$ cat src/rtl/viterbi_ctrl.sv
// viterbi_ctrl -- sequencing controller for the radix-2 Viterbi decoder core.
//
// For each frame it handshakes received symbols in from the input buffer and
// fires the BMU and, one cycle later, the ACS once per trellis step with the
// survivor-memory write address. After one flush cycle, it captures the ACS
// best end-state. It then walks the traceback unit backwards through survivor
// memory, and pulses o_done at the end.
//
// Optional feature: define VITERBI_CTRL_ABORT_EN to add the i_abort port.
// While the controller is busy, i_abort returns it to IDLE on the next edge
// with no o_done pulse.
//
// Ports:
//   clk, rst        clock, asynchronous active-high reset
//   i_start         start-of-frame request (IDLE only)
//   i_frame_len     trellis steps in the frame, 1..MAX_FRAME
//   i_sym_valid     input buffer has a symbol
//   o_sym_ready     controller accepts a symbol this cycle
//   o_en_bmu        branch-metric enable, one per accepted symbol
//   o_en_acs        ACS enable, one cycle after o_en_bmu
//   o_wr_addr       survivor-memory write address (with o_en_acs)
//   i_sel_node      best end-state from the ACS
//   o_tb_start_st   latched traceback start state
//   o_en_tbu        traceback enable
//   o_rd_addr       survivor-memory read address (with o_en_tbu)
//   o_busy          high whenever not IDLE
//   o_done          one-cycle end-of-frame pulse
//   i_abort         (VITERBI_CTRL_ABORT_EN only) abandon the current frame
module viterbi_ctrl #(
  parameter int MAX_FRAME = 255,
  parameter int ST_W      = 8
) (
  input  logic            clk,
  input  logic            rst,
  input  logic            i_start,
  input  logic [7:0]      i_frame_len,
  input  logic            i_sym_valid,
  output logic            o_sym_ready,
  output logic            o_en_bmu,
  output logic            o_en_acs,
  output logic [7:0]      o_wr_addr,
  input  logic [ST_W-1:0] i_sel_node,
  output logic [ST_W-1:0] o_tb_start_st,
  output logic            o_en_tbu,
  output logic [7:0]      o_rd_addr,
  output logic            o_busy,
  output logic            o_done
`ifdef VITERBI_CTRL_ABORT_EN
  ,
  input  logic            i_abort
`endif
);

  typedef enum logic [2:0] {
    IDLE  = 3'd0,
    ACS   = 3'd1,
    FLUSH = 3'd2,
    CAPT  = 3'd3,
    TB    = 3'd4,
    DONE  = 3'd5
  } state_t;

  state_t     state, state_d;
  logic [7:0] len;
  logic [7:0] step;
  logic [7:0] step_nxt;
  logic [7:0] rd;
  logic       hs;
  logic       start_ok;
  logic       abort;

`ifdef VITERBI_CTRL_ABORT_EN
  assign abort = i_abort && (state != IDLE);
`else
  assign abort = 1'b0;
`endif

  assign start_ok = i_start && (i_frame_len != '0) && (int'(i_frame_len) <= MAX_FRAME);
  assign hs       = i_sym_valid && (state == ACS);
  assign step_nxt = step + 8'd1;

  // Combinational outputs decode the state register directly, so an
  // asynchronous reset drops them in the same instant.
  assign o_sym_ready = (state == ACS);
  assign o_en_bmu    = hs;
  assign o_en_tbu    = (state == TB);
  assign o_rd_addr   = rd;
  assign o_busy      = (state != IDLE);
  assign o_done      = (state == DONE);

  always_ff @(posedge clk or posedge rst) begin
    if (rst) state <= IDLE;
    else     state <= state_d;
  end

  always_comb begin
    state_d = state;
    unique case (state)
      IDLE:    if (start_ok) state_d = ACS;
      ACS:     if (hs && (step_nxt == len)) state_d = FLUSH;
      FLUSH:   state_d = CAPT;
      CAPT:    state_d = TB;
      TB:      if (rd == '0) state_d = DONE;
      DONE:    state_d = IDLE;
      default: state_d = IDLE;
    endcase
    if (abort) state_d = IDLE;
  end

  always_ff @(posedge clk or posedge rst) begin
    if (rst) begin
      len           <= '0;
      step          <= '0;
      rd            <= '0;
      o_en_acs      <= 1'b0;
      o_wr_addr     <= '0;
      o_tb_start_st <= '0;
    end else begin
      // The ACS enable is a delayed handshake; an abort must not let the
      // last one leak out after the controller has gone idle.
      o_en_acs <= hs && !abort;
      if ((state == IDLE) && start_ok) begin
        len  <= i_frame_len;
        step <= '0;
      end
      if (hs) begin
        o_wr_addr <= step;
        step      <= step_nxt;
      end
      // Traceback walks len-1 down to 0; the counter is loaded while the
      // start state is captured so TB can present it on its first cycle.
      if ((state == CAPT) && !abort) begin
        o_tb_start_st <= i_sel_node;
        rd            <= len - 8'd1;
      end
      if ((state == TB) && (rd != '0)) rd <= rd - 8'd1;
    end
  end

endmodule

$ cat config.mk
export PLATFORM = sky130hd
export DESIGN_NAME = viterbi_ctrl
export DESIGN_NICKNAME = d
export VERILOG_FILES = /design/src/rtl/viterbi_ctrl.sv
export SDC_FILE = /design/constraint.sdc
export NUM_CORES = 1
export LEC_CHECK = 0
export CAP_MARGIN = 10
export CORE_ASPECT_RATIO = 0.8
export CORE_UTILIZATION = 40
export CTS_CLUSTER_DIAMETER = 100
export CTS_CLUSTER_SIZE = 30
export DETAILED_ROUTE_END_ITERATION = 10
export DONT_BUFFER_PORTS = 1
export PLACE_DENSITY_LB_ADDON = 0.25
export SKIP_CTS_REPAIR_TIMING = 1
export SYNTH_ARGS = -nofsm -noshare
export SYNTH_HDL_FRONTEND = slang
export SYNTH_SLANG_ARGS = --single-unit
$ cat constraint.sdc
create_clock -name clk -period 6.1 [get_ports clk]
set_clock_uncertainty 0.05 [all_clocks]
set_input_delay 0.305 -clock clk [delete_from_list [all_inputs] [get_ports clk]]
set_output_delay 0.305 -clock clk [all_outputs]
set_load 0.01 [all_outputs]
## Word-level counts from Yosys, hierarchy flattened

Index checks and enable logic that the tools add are counted.

| storage, ports and cells | value |
|---|---|
| register bits after elaboration | 44 |
| bits of input ports | 20 |
| output and inout port bits | 30 |
| word-level logic and storage cells | 40 |

| operators by class | value |
|---|---|
| $add $sub $neg | 3 |
| equal/unequal tests | 9 |
| multiplexer cells | 8 |
| reductions and logical operators | 13 |

Operators by type and width:

| operator | count |
|---|---|
| 2-to-1 mux 8 bit | 4 |
| nonzero test 8 bit | 2 |
| subtractor 8 x 1 -> 8 bit (second input constant) | 2 |
| one-hot mux 3 bit (5 select lines) | 1 |
| 2-to-1 mux 3 bit | 3 |
| adder 8 x 1 -> 8 bit (second input constant) | 1 |
| == test 8 bit | 1 |
| zero test 8 bit | 1 |
| == test 3 x 2 -> 1 bit (second input constant) | 2 |
| == test 3 bit (second input constant) | 2 |
| logical AND 1 bit | 5 |
| inequality test 2 x 1 -> 1 bit (second input constant) | 2 |
| nonzero test 2 bit | 2 |
| == test 3 x 1 -> 1 bit (second input constant) | 1 |
| zero test 3 bit | 1 |
| AND reduction 3 bit | 1 |
| nonzero test 3 bit | 1 |
| inequality test 2 bit (second input constant) | 1 |

## Logic depth before layout (Yosys ltp)

Gate-level depths: netlist (run 1).

| logic depth | value |
|---|---|
| depth in word-level cells | 5 |
| depth in mapped cells | 11 |

## Worst setup path after synthesis (run 1)

OpenSTA, ideal clock, no wires.

| path | value |
|---|---|
| kind | register to register |
| start point | register rd[1] (netlist: o_rd_addr[1]) |
| end point | register rd[6] (netlist: o_rd_addr[6]) |
| library setup time | 101 ps |
| data arrival time | 2574 ps |
| slack | 3375 ps |
| stages on the path, launching flop included | 10 |
| buffers on the path | 1 |
| period minus slack after synthesis | 2725 ps |
| cells stage by stage | dfrtp_1 or4_1 o21a_1 buf_2 mux2i_1 ha_1 a21boi_0 a21boi_0 a311oi_1 nor4_1 |

| between the ends | value |
|---|---|
| longest elaborated chain between the ends | 3 |

RTL lines:

| what | RTL line | source |
|---|---|---|
| start, declared | 67 | `logic [7:0] rd;` |
| start signal, assigned | 134 | `rd <= len - 8'd1;` |
| start signal, assigned | 136 | `if ((state == TB) && (rd != '0)) rd <= rd - 8'd1;` |
| branches (longest 3 deep; another with subtractor 8 x 1 -> 8 bit) | n/a |  |

Parallel ways; which one is timed is not known.
A chain may end at the register's enable or synchronous reset.

## Worst setup path after layout (run 1)

| path | value |
|---|---|
| start point | register state[2] |
| end point | register state[0] |

| between the ends | value |
|---|---|
| longest elaborated chain between the ends | 5 |

RTL lines:

| what | RTL line | source |
|---|---|---|
| start, declared | 63 | `state_t state, state_d;` |
| start signal, assigned | 93 | `else state <= state_d;` |
| == test 3 x 1 -> 1 bit | n/a |  |
| via o_sym_ready | 38 | `output logic o_sym_ready,` |
| logical AND 1 bit | 79 | `assign hs = i_sym_valid && (state == ACS);` |
| via o_en_bmu | 39 | `output logic o_en_bmu,` |
| logical AND 1 bit | 100 | `ACS: if (hs && (step_nxt == len)) state_d = FLUSH;` |
| inequality test 2 x 1 -> 1 bit (no source line) | n/a |  |
| AND reduction 3 bit (no source line) | n/a |  |

The timed path passes the listed nets, and every way through them passes these cells.

==> results of run 1 <==
[how the worst min path moves through the flow]
stage,endpoint,slack (ps),cells after the start
final,step[4],30,1
after floorplan,o_tb_start_st[0],360,2
after global placement,o_tb_start_st[4],360,2
after detailed placement,o_tb_start_st[7],370,2
after global routing,o_tb_start_st[2],70,2
after CTS,o_tb_start_st[7],60,2
[cells by family after synthesis]
family                     after synthesis  share of synthesized area, %
buffers and inverters                   17                          2.83
xor gates and xnor gates                12                          4.98
AOI/OAI and AO/OA                       49                          14.4
muxes                                   13                          5.93
adders and majority gates                2                          1.05
DFF                                     44                          46.2
and+or+nand+nor                        126                          24.7
[stage by stage]
| step | total power [mW] | utilization, % | cell area, µm² | worst slack (ps) | hold slack, ps |
|---|---|---|---|---|---|
| floorplan | 0.309 | - | 2380 | 3370 | 360 |
| global placement | 0.312 | 43.6 | 2440 | 3100 | 363 |
| finish | 0.477 | 45.0 | 2510 | 2980 | 28.2 |
| global route | 0.499 | 45.0 | 2510 | 2670 | 65.9 |
| CTS | 0.486 | 45.0 | 2510 | 2990 | 57.9 |
| detailed placement | 0.312 | 43.6 | 2440 | 3020 | 366 |
[placed cells by master, fill, tap and decap left out, types with 3 or more instances in the layout]
master	instances
or4_1	5
nand2_1	67
xnor2_1	8
xor2_1	3
nor3_1	7
mux2_2	9
mux2i_1	4
a21oi_1	6
o21a_1	3
inv_1	4
nor2_1	20
o31ai_1	4
and2_1	3
nand2b_1	5
a31oi_1	3
dfrtp_1	44
clkbuf_8	5
nand3_1	7
nor4_1	3
a311oi_1	4
o21ai_0	13
[worst register-to-register path, stage by stage (launching register included)]
cell and delay, ps:
dfrtp_1 450, nor2_1 130, nand2_1 90, inv_1 150, nand2_1 410, inv_1 580, nand3_1 230, a2111oi_4 400
a21oi_1 100, or4_1 390
[area by class of cell]
type	instances	area, µm²	area share (%)
Tap cell	78	97.6	3.88
Inverter	6	22.5	0.896
Clock buffer	6	72.6	2.89
Clock inverter	1	5.00	0.199
Multi-Input combinational cell	202	1220	48.4
Sequential cell	44	1100	43.8
[power by group through the flow]
stage | combinational [mW] | sequential, mW | clock (mW)
6_report | 0.00851 | 0.297 | 0.172
5_1_grt | 0.0105 | 0.298 | 0.191
4_1_cts | 0.00920 | 0.297 | 0.179
3_5_place_dp | 0.00919 | 0.303 | 0
3_3_place_gp | 0.00884 | 0.303 | 0
2_1_floorplan | 0.00676 | 0.303 | 0
[state kept, by name, indices dropped and copies added, names as in the netlist]
register,flops
len,8
o_en_acs,1
o_rd_addr,8
o_tb_start_st,8
o_wr_addr,8
state,3
step,8
[routing by layer]
| layer | GRT usage [%] | part of all wire [%] |
|---|---|---|
| met5 | 0 | 0 |
| met4 | 6.09 | 1.1 |
| met3 | 5.60 | 7.2 |
| met2 | 26.8 | 43 |
| met1 | 26.5 | 48 |
==> summary.txt, run 1 <==
STA
  – Setup repair after global routing missed its margin: no
  – Setup TNS: 0 ps
  – Fmax: between 0.3 and 0.4 GHz
  – Setup-failing EPs final: 0
  – Min Tclk post-route: between 3000 and 4000 ps
  – Fin crit share: between 50% and 60%
  – Slew @ Worst Pin: ~1100 ps
  – Slew HR: ~28%
  – Slew Viols, Final: 0
  – Final Hold Fails: 0

Synthesis
  – #FFs+latches synth: 44
  – Synth cell count leaders: nand2_1 (67), dfrtp_1 (44), nor2_1 (20), o21ai_0 (13), mux2_2 (9)
  – Top-area cell type share of the netlist area: 46.2%
  – Avg Cell Area, Syn: 9.07 µm²
  – Ys Warns: 0
  – Syn nets: 285
  – Mapped cell area: around 0.0024 mm²
  – Count leader, synth: nand2_1
  – Cell variety after synth: 45
  – Sequential share of the synthesized area: a little under half
  – EDFF count, synth: 0
  – Synth async-reset ratio: 100%
  – Most used DFF post-synth: dfrtp_1
  – Mapped Cells: around 260
  – Synth area leaders: dfrtp_1 (46%), nand2_1 (11%), mux2_2 (4.2%)
  – Area leader, netlist: dfrtp_1

Setup path
  – Crit path to: state[0]
  – Crit. Startpoint: state[2]
  – Type of the worst setup path: flop to flop
  – CP max-delay cell: inv_1
  – Family with the most delay on the worst path: simple AND/OR/NAND/NOR gates
  – Critical path cell sequence: nor2_1 > nand2_1 > inv_1 > nand2_1 > inv_1 > nand3_1 > a2111oi_4 > a21oi_1 > or4_1
  – CP startpoint kind: flop
  – CP Capture Type: flop
  – Reg2Reg Setup Slack: a little under 3000 ps
  – Worst Path Arrival: between 3000 and 4000 ps
  – RR Startpoint: state[2]
  – Critical Path Max Stage Delay: 570 ps
  – Critical path buffer and inverter count: 2
  – FF-to-FF End: state[0]
  – R2R cell count: 9
  – Worst endpoint required time: around 6200 ps
  – Cell depth of the worst setup path: 9
  – CP Max Fanout: 21

Place
  – PortBufs: 0
  – GPL Wtd Cong: around 0.86
  – Placed cell count: 330
  – Post-DP HPWL: a little under 4 mm

Clock tree
  – Clock tree root driver cell: clkbuf_8
  – Clock Latency Late Sink: just under 300 ps
  – Clock transition at the registers of the reported paths: 80 ps
  – Num CTS Buffers: 5
  – CTS tree: built
  – CTS H-tree lvls: 2
  – Sink Count: 44
  – Clock Tree Buf Depth: 2

Die
  – # rows: 24
  – Core footprint: between 0.005 and 0.006 mm²
  – Die width: 88.3 µm
  – IO Pins: 50
  – Die ar.: roughly 0.0063 mm²
  – Die Y: just over 70 µm
  – Initial Util: 42.7%

Pwr
  – Clock Power Share: 36.0%
  – Sw frac: between 20% and 30%
  – Leakage: roughly 1.2 nW
  – Sw power: ~0.10 mW
  – Comb pwr share: under 10%
  – Seq pwr share: between 60% and 70%
  – PD cells: 190 mW/mm²
  – Cell Int Power: between 0.3 and 0.4 mW
  – Peak supply drop: between 0.07 and 0.08 mV

Routing
  – DR vias/cell: roughly 5.5
  – Residual DRC: 0
  – Antenna Violating Nets Remaining: 0
  – Initial DRC count: ~160
  – Total number of vias: 1859
  – Drt first pass iters: 4
  – DRT Wirelength: 5.39 mm
  – WL/cell: around 16 µm

Global route
  – Antenna violations before repair: 0
  – Gr usage total: a little under a fifth
  – Vias in the first global route: 1769
  – Pin count of the biggest net entering global routing: 45
  – GRT Residual Overflow: 0
  – First-pass GRT wire length: approximately 8.9 mm

Layout
  – Layout cells sized above 1: approximately 8.9%
  – Fillers: between 500 and 600
  – Final net count: 281
  – Area Growth Syn to Fin: 5.46%
  – Ant diodes: 0
  – Non-Filler Instances: between 300 and 400

Hold path
  – HP Class: input port to asynchronous set/reset pin

Job
  – Max-Cap Viols: 0

Status
  – Status: finished, final reports clean
No activity file was read; power rests on OpenSTA's default activity.
==> inputs of run 2 (changes only) <==
ABC_AREA = 1   (was not set)
clock period = 3.02 ns   (was 6.1 ns; I/O delays follow)
==> run 2 against run 1 <==
  * First-iteration DRC count is 22% higher
  * The flow now finishes with violations (hold timing)
  * Die area up 1.2%
  * Power rose to 5.4 times the previous value
  * Global-route usage grew 0.23 points
  * Critical path depth grew 2
  * Non-clock buffer count rose by 17
  * Critical endpoint is now o_rd_addr[6]
  * Wire length up 1.9%
==> summary.txt, run 2 <==
Global route
  – Pin count of the biggest net entering global routing: 45
  – GRT Residual Overflow: 0
  – Antenna violations before repair: 0
  – First-pass GRT wire length: between 9 and 10 mm
  – Gr usage total: 18.8%
  – Vias in the first global route: about 1900

Layout
  – Commonest non-fill, non-tap cell in the layout: nand2_1
  – Area Growth Syn to Fin: 13.4%
  – Ant diodes: 0
  – Most frequent cells in the layout: nand2_1 (92), dfrtp_1 (44), inv_1 (37)
  – Layout cells sized above 1: 12.2%
  – Final net count: 349

Synthesis
  – Xor/xnor share of the synthesized area: under 10%
  – Synth cell count leaders: nand2_1 (92), dfrtp_1 (44), inv_1 (38), nor2_1 (26), nand3_1 (21)
  – Adder-cell area share of the yosys netlist: around 1.0%
  – Synth area leaders: dfrtp_1 (46%), nand2_1 (14%), inv_1 (5.9%)
  – Mapped cell area: about 0.0024 mm²
  – Syn nets: 329
  – Compound-Gate Fraction of Synth Area: a little under a tenth
  – #FFs+latches synth: between 40 and 50
  – Post-synthesis mux area share: 0%
  – Sequential share of the synthesized area: 45.6%
  – EDFF count, synth: 0
  – Top-area cell type share of the netlist area: roughly 46%
  – Count leader, synth: nand2_1
  – Cell variety after synth: 33
  – Area leader, netlist: dfrtp_1
  – Ys Warns: 0
  – Post-Synth Simple-Gate Area: 34.2%
  – Mapped Cells: about 300
  – Avg Cell Area, Syn: 7.86 µm²
  – Largest family of logic cells by synthesized area: simple AND/OR/NAND/NOR gates
  – Synth async-reset ratio: between 90% and 100%
  – Most used DFF post-synth: dfrtp_1

Hold path
  – HP Class: input port to flop

STA
  – Fin crit share: 66.4%
  – Hold Slack: -37.4 ps
  – Final Hold Fails: 2
  – Fmax: 0.499 GHz
  – Slew Viols, Final: 0
  – Min Tclk post-route: 2010 ps
  – Slew @ Worst Pin: between 900 and 1000 ps
  – Setup-failing EPs final: 0
  – Slew HR: approximately 38%
  – Setup repair after global routing missed its margin: no
  – Setup TNS: 0 ps

Routing
  – WL/cell: 13.6 µm
  – DRT Wirelength: about 5.5 mm
  – Drt first pass iters: 6
  – Initial DRC count: ~190
  – DR vias/cell: slightly below 5
  – Total number of vias: about 2000
  – Antenna Violating Nets Remaining: 0
  – Residual DRC: 0

Die
  – Die width: slightly below 90 µm
  – Initial Util: 43.0%
  – Die Y: 71.5 µm
  – IO Pins: 50
  – Die ar.: between 0.006 and 0.007 mm²
  – # rows: 24
  – Core footprint: ~0.0056 mm²

Setup path
  – Critical path buffer and inverter count: 0
  – CP Capture Type: flop
  – Reg2Reg Setup Slack: 1010 ps
  – Critical path cell sequence: nor2_1 > nand2_1 > o21ai_4 > nand2_1 > nand2_2 > ha_1 > nand2_2 > nor2_4 > nand3_1 > nand3_1 > nand2_1
  – Family with the most delay on the worst path: simple AND/OR/NAND/NOR gates
  – Worst Path Arrival: around 2200 ps
  – CP max-delay cell: dfrtp_1
  – CP Max Fanout: 9
  – CP startpoint kind: flop
  – Type of the worst setup path: flop to flop
  – Critical Path Max Stage Delay: around 450 ps
  – Crit-path most repeated cell: nand2_1
  – Worst endpoint required time: between 3000 and 4000 ps

Pwr
  – Comb pwr share: about 43%
  – Clock Power Share: between 10% and 20%
  – PD cells: about 950 mW/mm²
  – Seq pwr share: 43.5%
  – Peak supply drop: about 0.48 mV
  – Sw power: around 1.2 mW
  – Leakage: around 1.4 nW
  – Cell Int Power: between 1 and 1.5 mW
  – Sw frac: 47.4%

Place
  – Post-DP HPWL: between 3 and 4 mm
  – GPL Wtd Cong: ~0.79
  – PortBufs: 0

Clock tree
  – CTS tree: built
  – Clock tree root driver cell: clkbuf_8
  – Clock transition at the registers of the reported paths: about 80 ps
  – Clock Tree Buf Depth: 2
  – Clock Latency Late Sink: roughly 300 ps
  – Sink Count: 44
  – Num CTS Buffers: 5
  – CTS H-tree lvls: 2

Status
  – Failing checks: hold timing
  – Status: finished with violations

Job
  – Max-Cap Viols: 0
## run 2: changes by cell type in the layout (fill, tap and decap cells not counted), sizes merged, moves of 5 or more
cell,previous run,this run
xnor2,8,1
inv,6,43
or4,6,0
nand3,8,25
nand2,68,101
mux2,9,0
nand2b,5,0
nor3,7,2
nor2,20,35
dlygate4sd3,0,15
## run 2: worst paths after layout
check	from	to	depth (start not counted)
max in group asynchronous	rst	o_tb_start_st[3]	2
worst min-delay path	i_frame_len[4]	len[4]	2
min in group asynchronous	rst	step[0]	2
worst min register to register	o_tb_start_st[7]	o_tb_start_st[7]	2
worst max-delay path	o_rd_addr[7]	o_rd_addr[6]	11
worst max register to register	o_rd_addr[7]	o_rd_addr[6]	11
## run 2: cell families (layout without fill, tap and decap cells)
logic type	after synthesis	after routing
compound gates	38	38
flops	44	44
simple gates	169	169
xor+xnor	6	6
fa+ha+maj	2	2
buf+inv	48	68
## run 2: worst reg2reg max path, cell delays in order (launching register included)
cell and delay (ps):
dfrtp_1 450, nor2_1 140, nand2_1 120, o21ai_4 310, nand2_1 130, nand2_2 110
ha_1 180, nand2_2 90, nor2_4 120, nand3_1 70, nand3_1 90, nand2_1 50
## run 2: power groups by stage
stage	clock network (mW)	logic, mW	registers (mW)
after floorplan	0	0.889	1.08
after global placement	0	1.08	1.13
after detailed placement	0	1.10	1.14
after CTS	0.369	1.10	1.13
after global routing	0.392	1.29	1.16
final	0.359	1.11	1.13
## run 2: layer usage
layer	up-vias	wire [µm]	global-route usage [%]
li1	1007	-	-
met1	928	2690	27.3
met4	0	108	5.91
met5	-	0	0
met2	56	2380	26.7
met3	13	321	5.88
## run 2: metrics by stage
step	utilization, %	power [mW]	worst slack [ps]	instances	cell area [µm²]
after floorplan	-	1.97	1250	307	2410
after global placement	44.7	2.22	1100	383	2510
after detailed placement	44.7	2.24	1010	383	2510
after CTS	46.1	2.61	991	390	2590
after global routing	48.7	2.84	755	405	2740
final	48.7	2.60	1010	405	2740
## run 2: area by class of cell
class                           count  area (µm²)
Clock buffer                        6        72.6
Clock inverter                      1        5.00
Fill cell                         564        2880
Inverter                           44         165
Multi-Input combinational cell    215        1130
Sequential cell                    44        1100
Tap cell                           78        97.6
Timing Repair Buffer               17         165
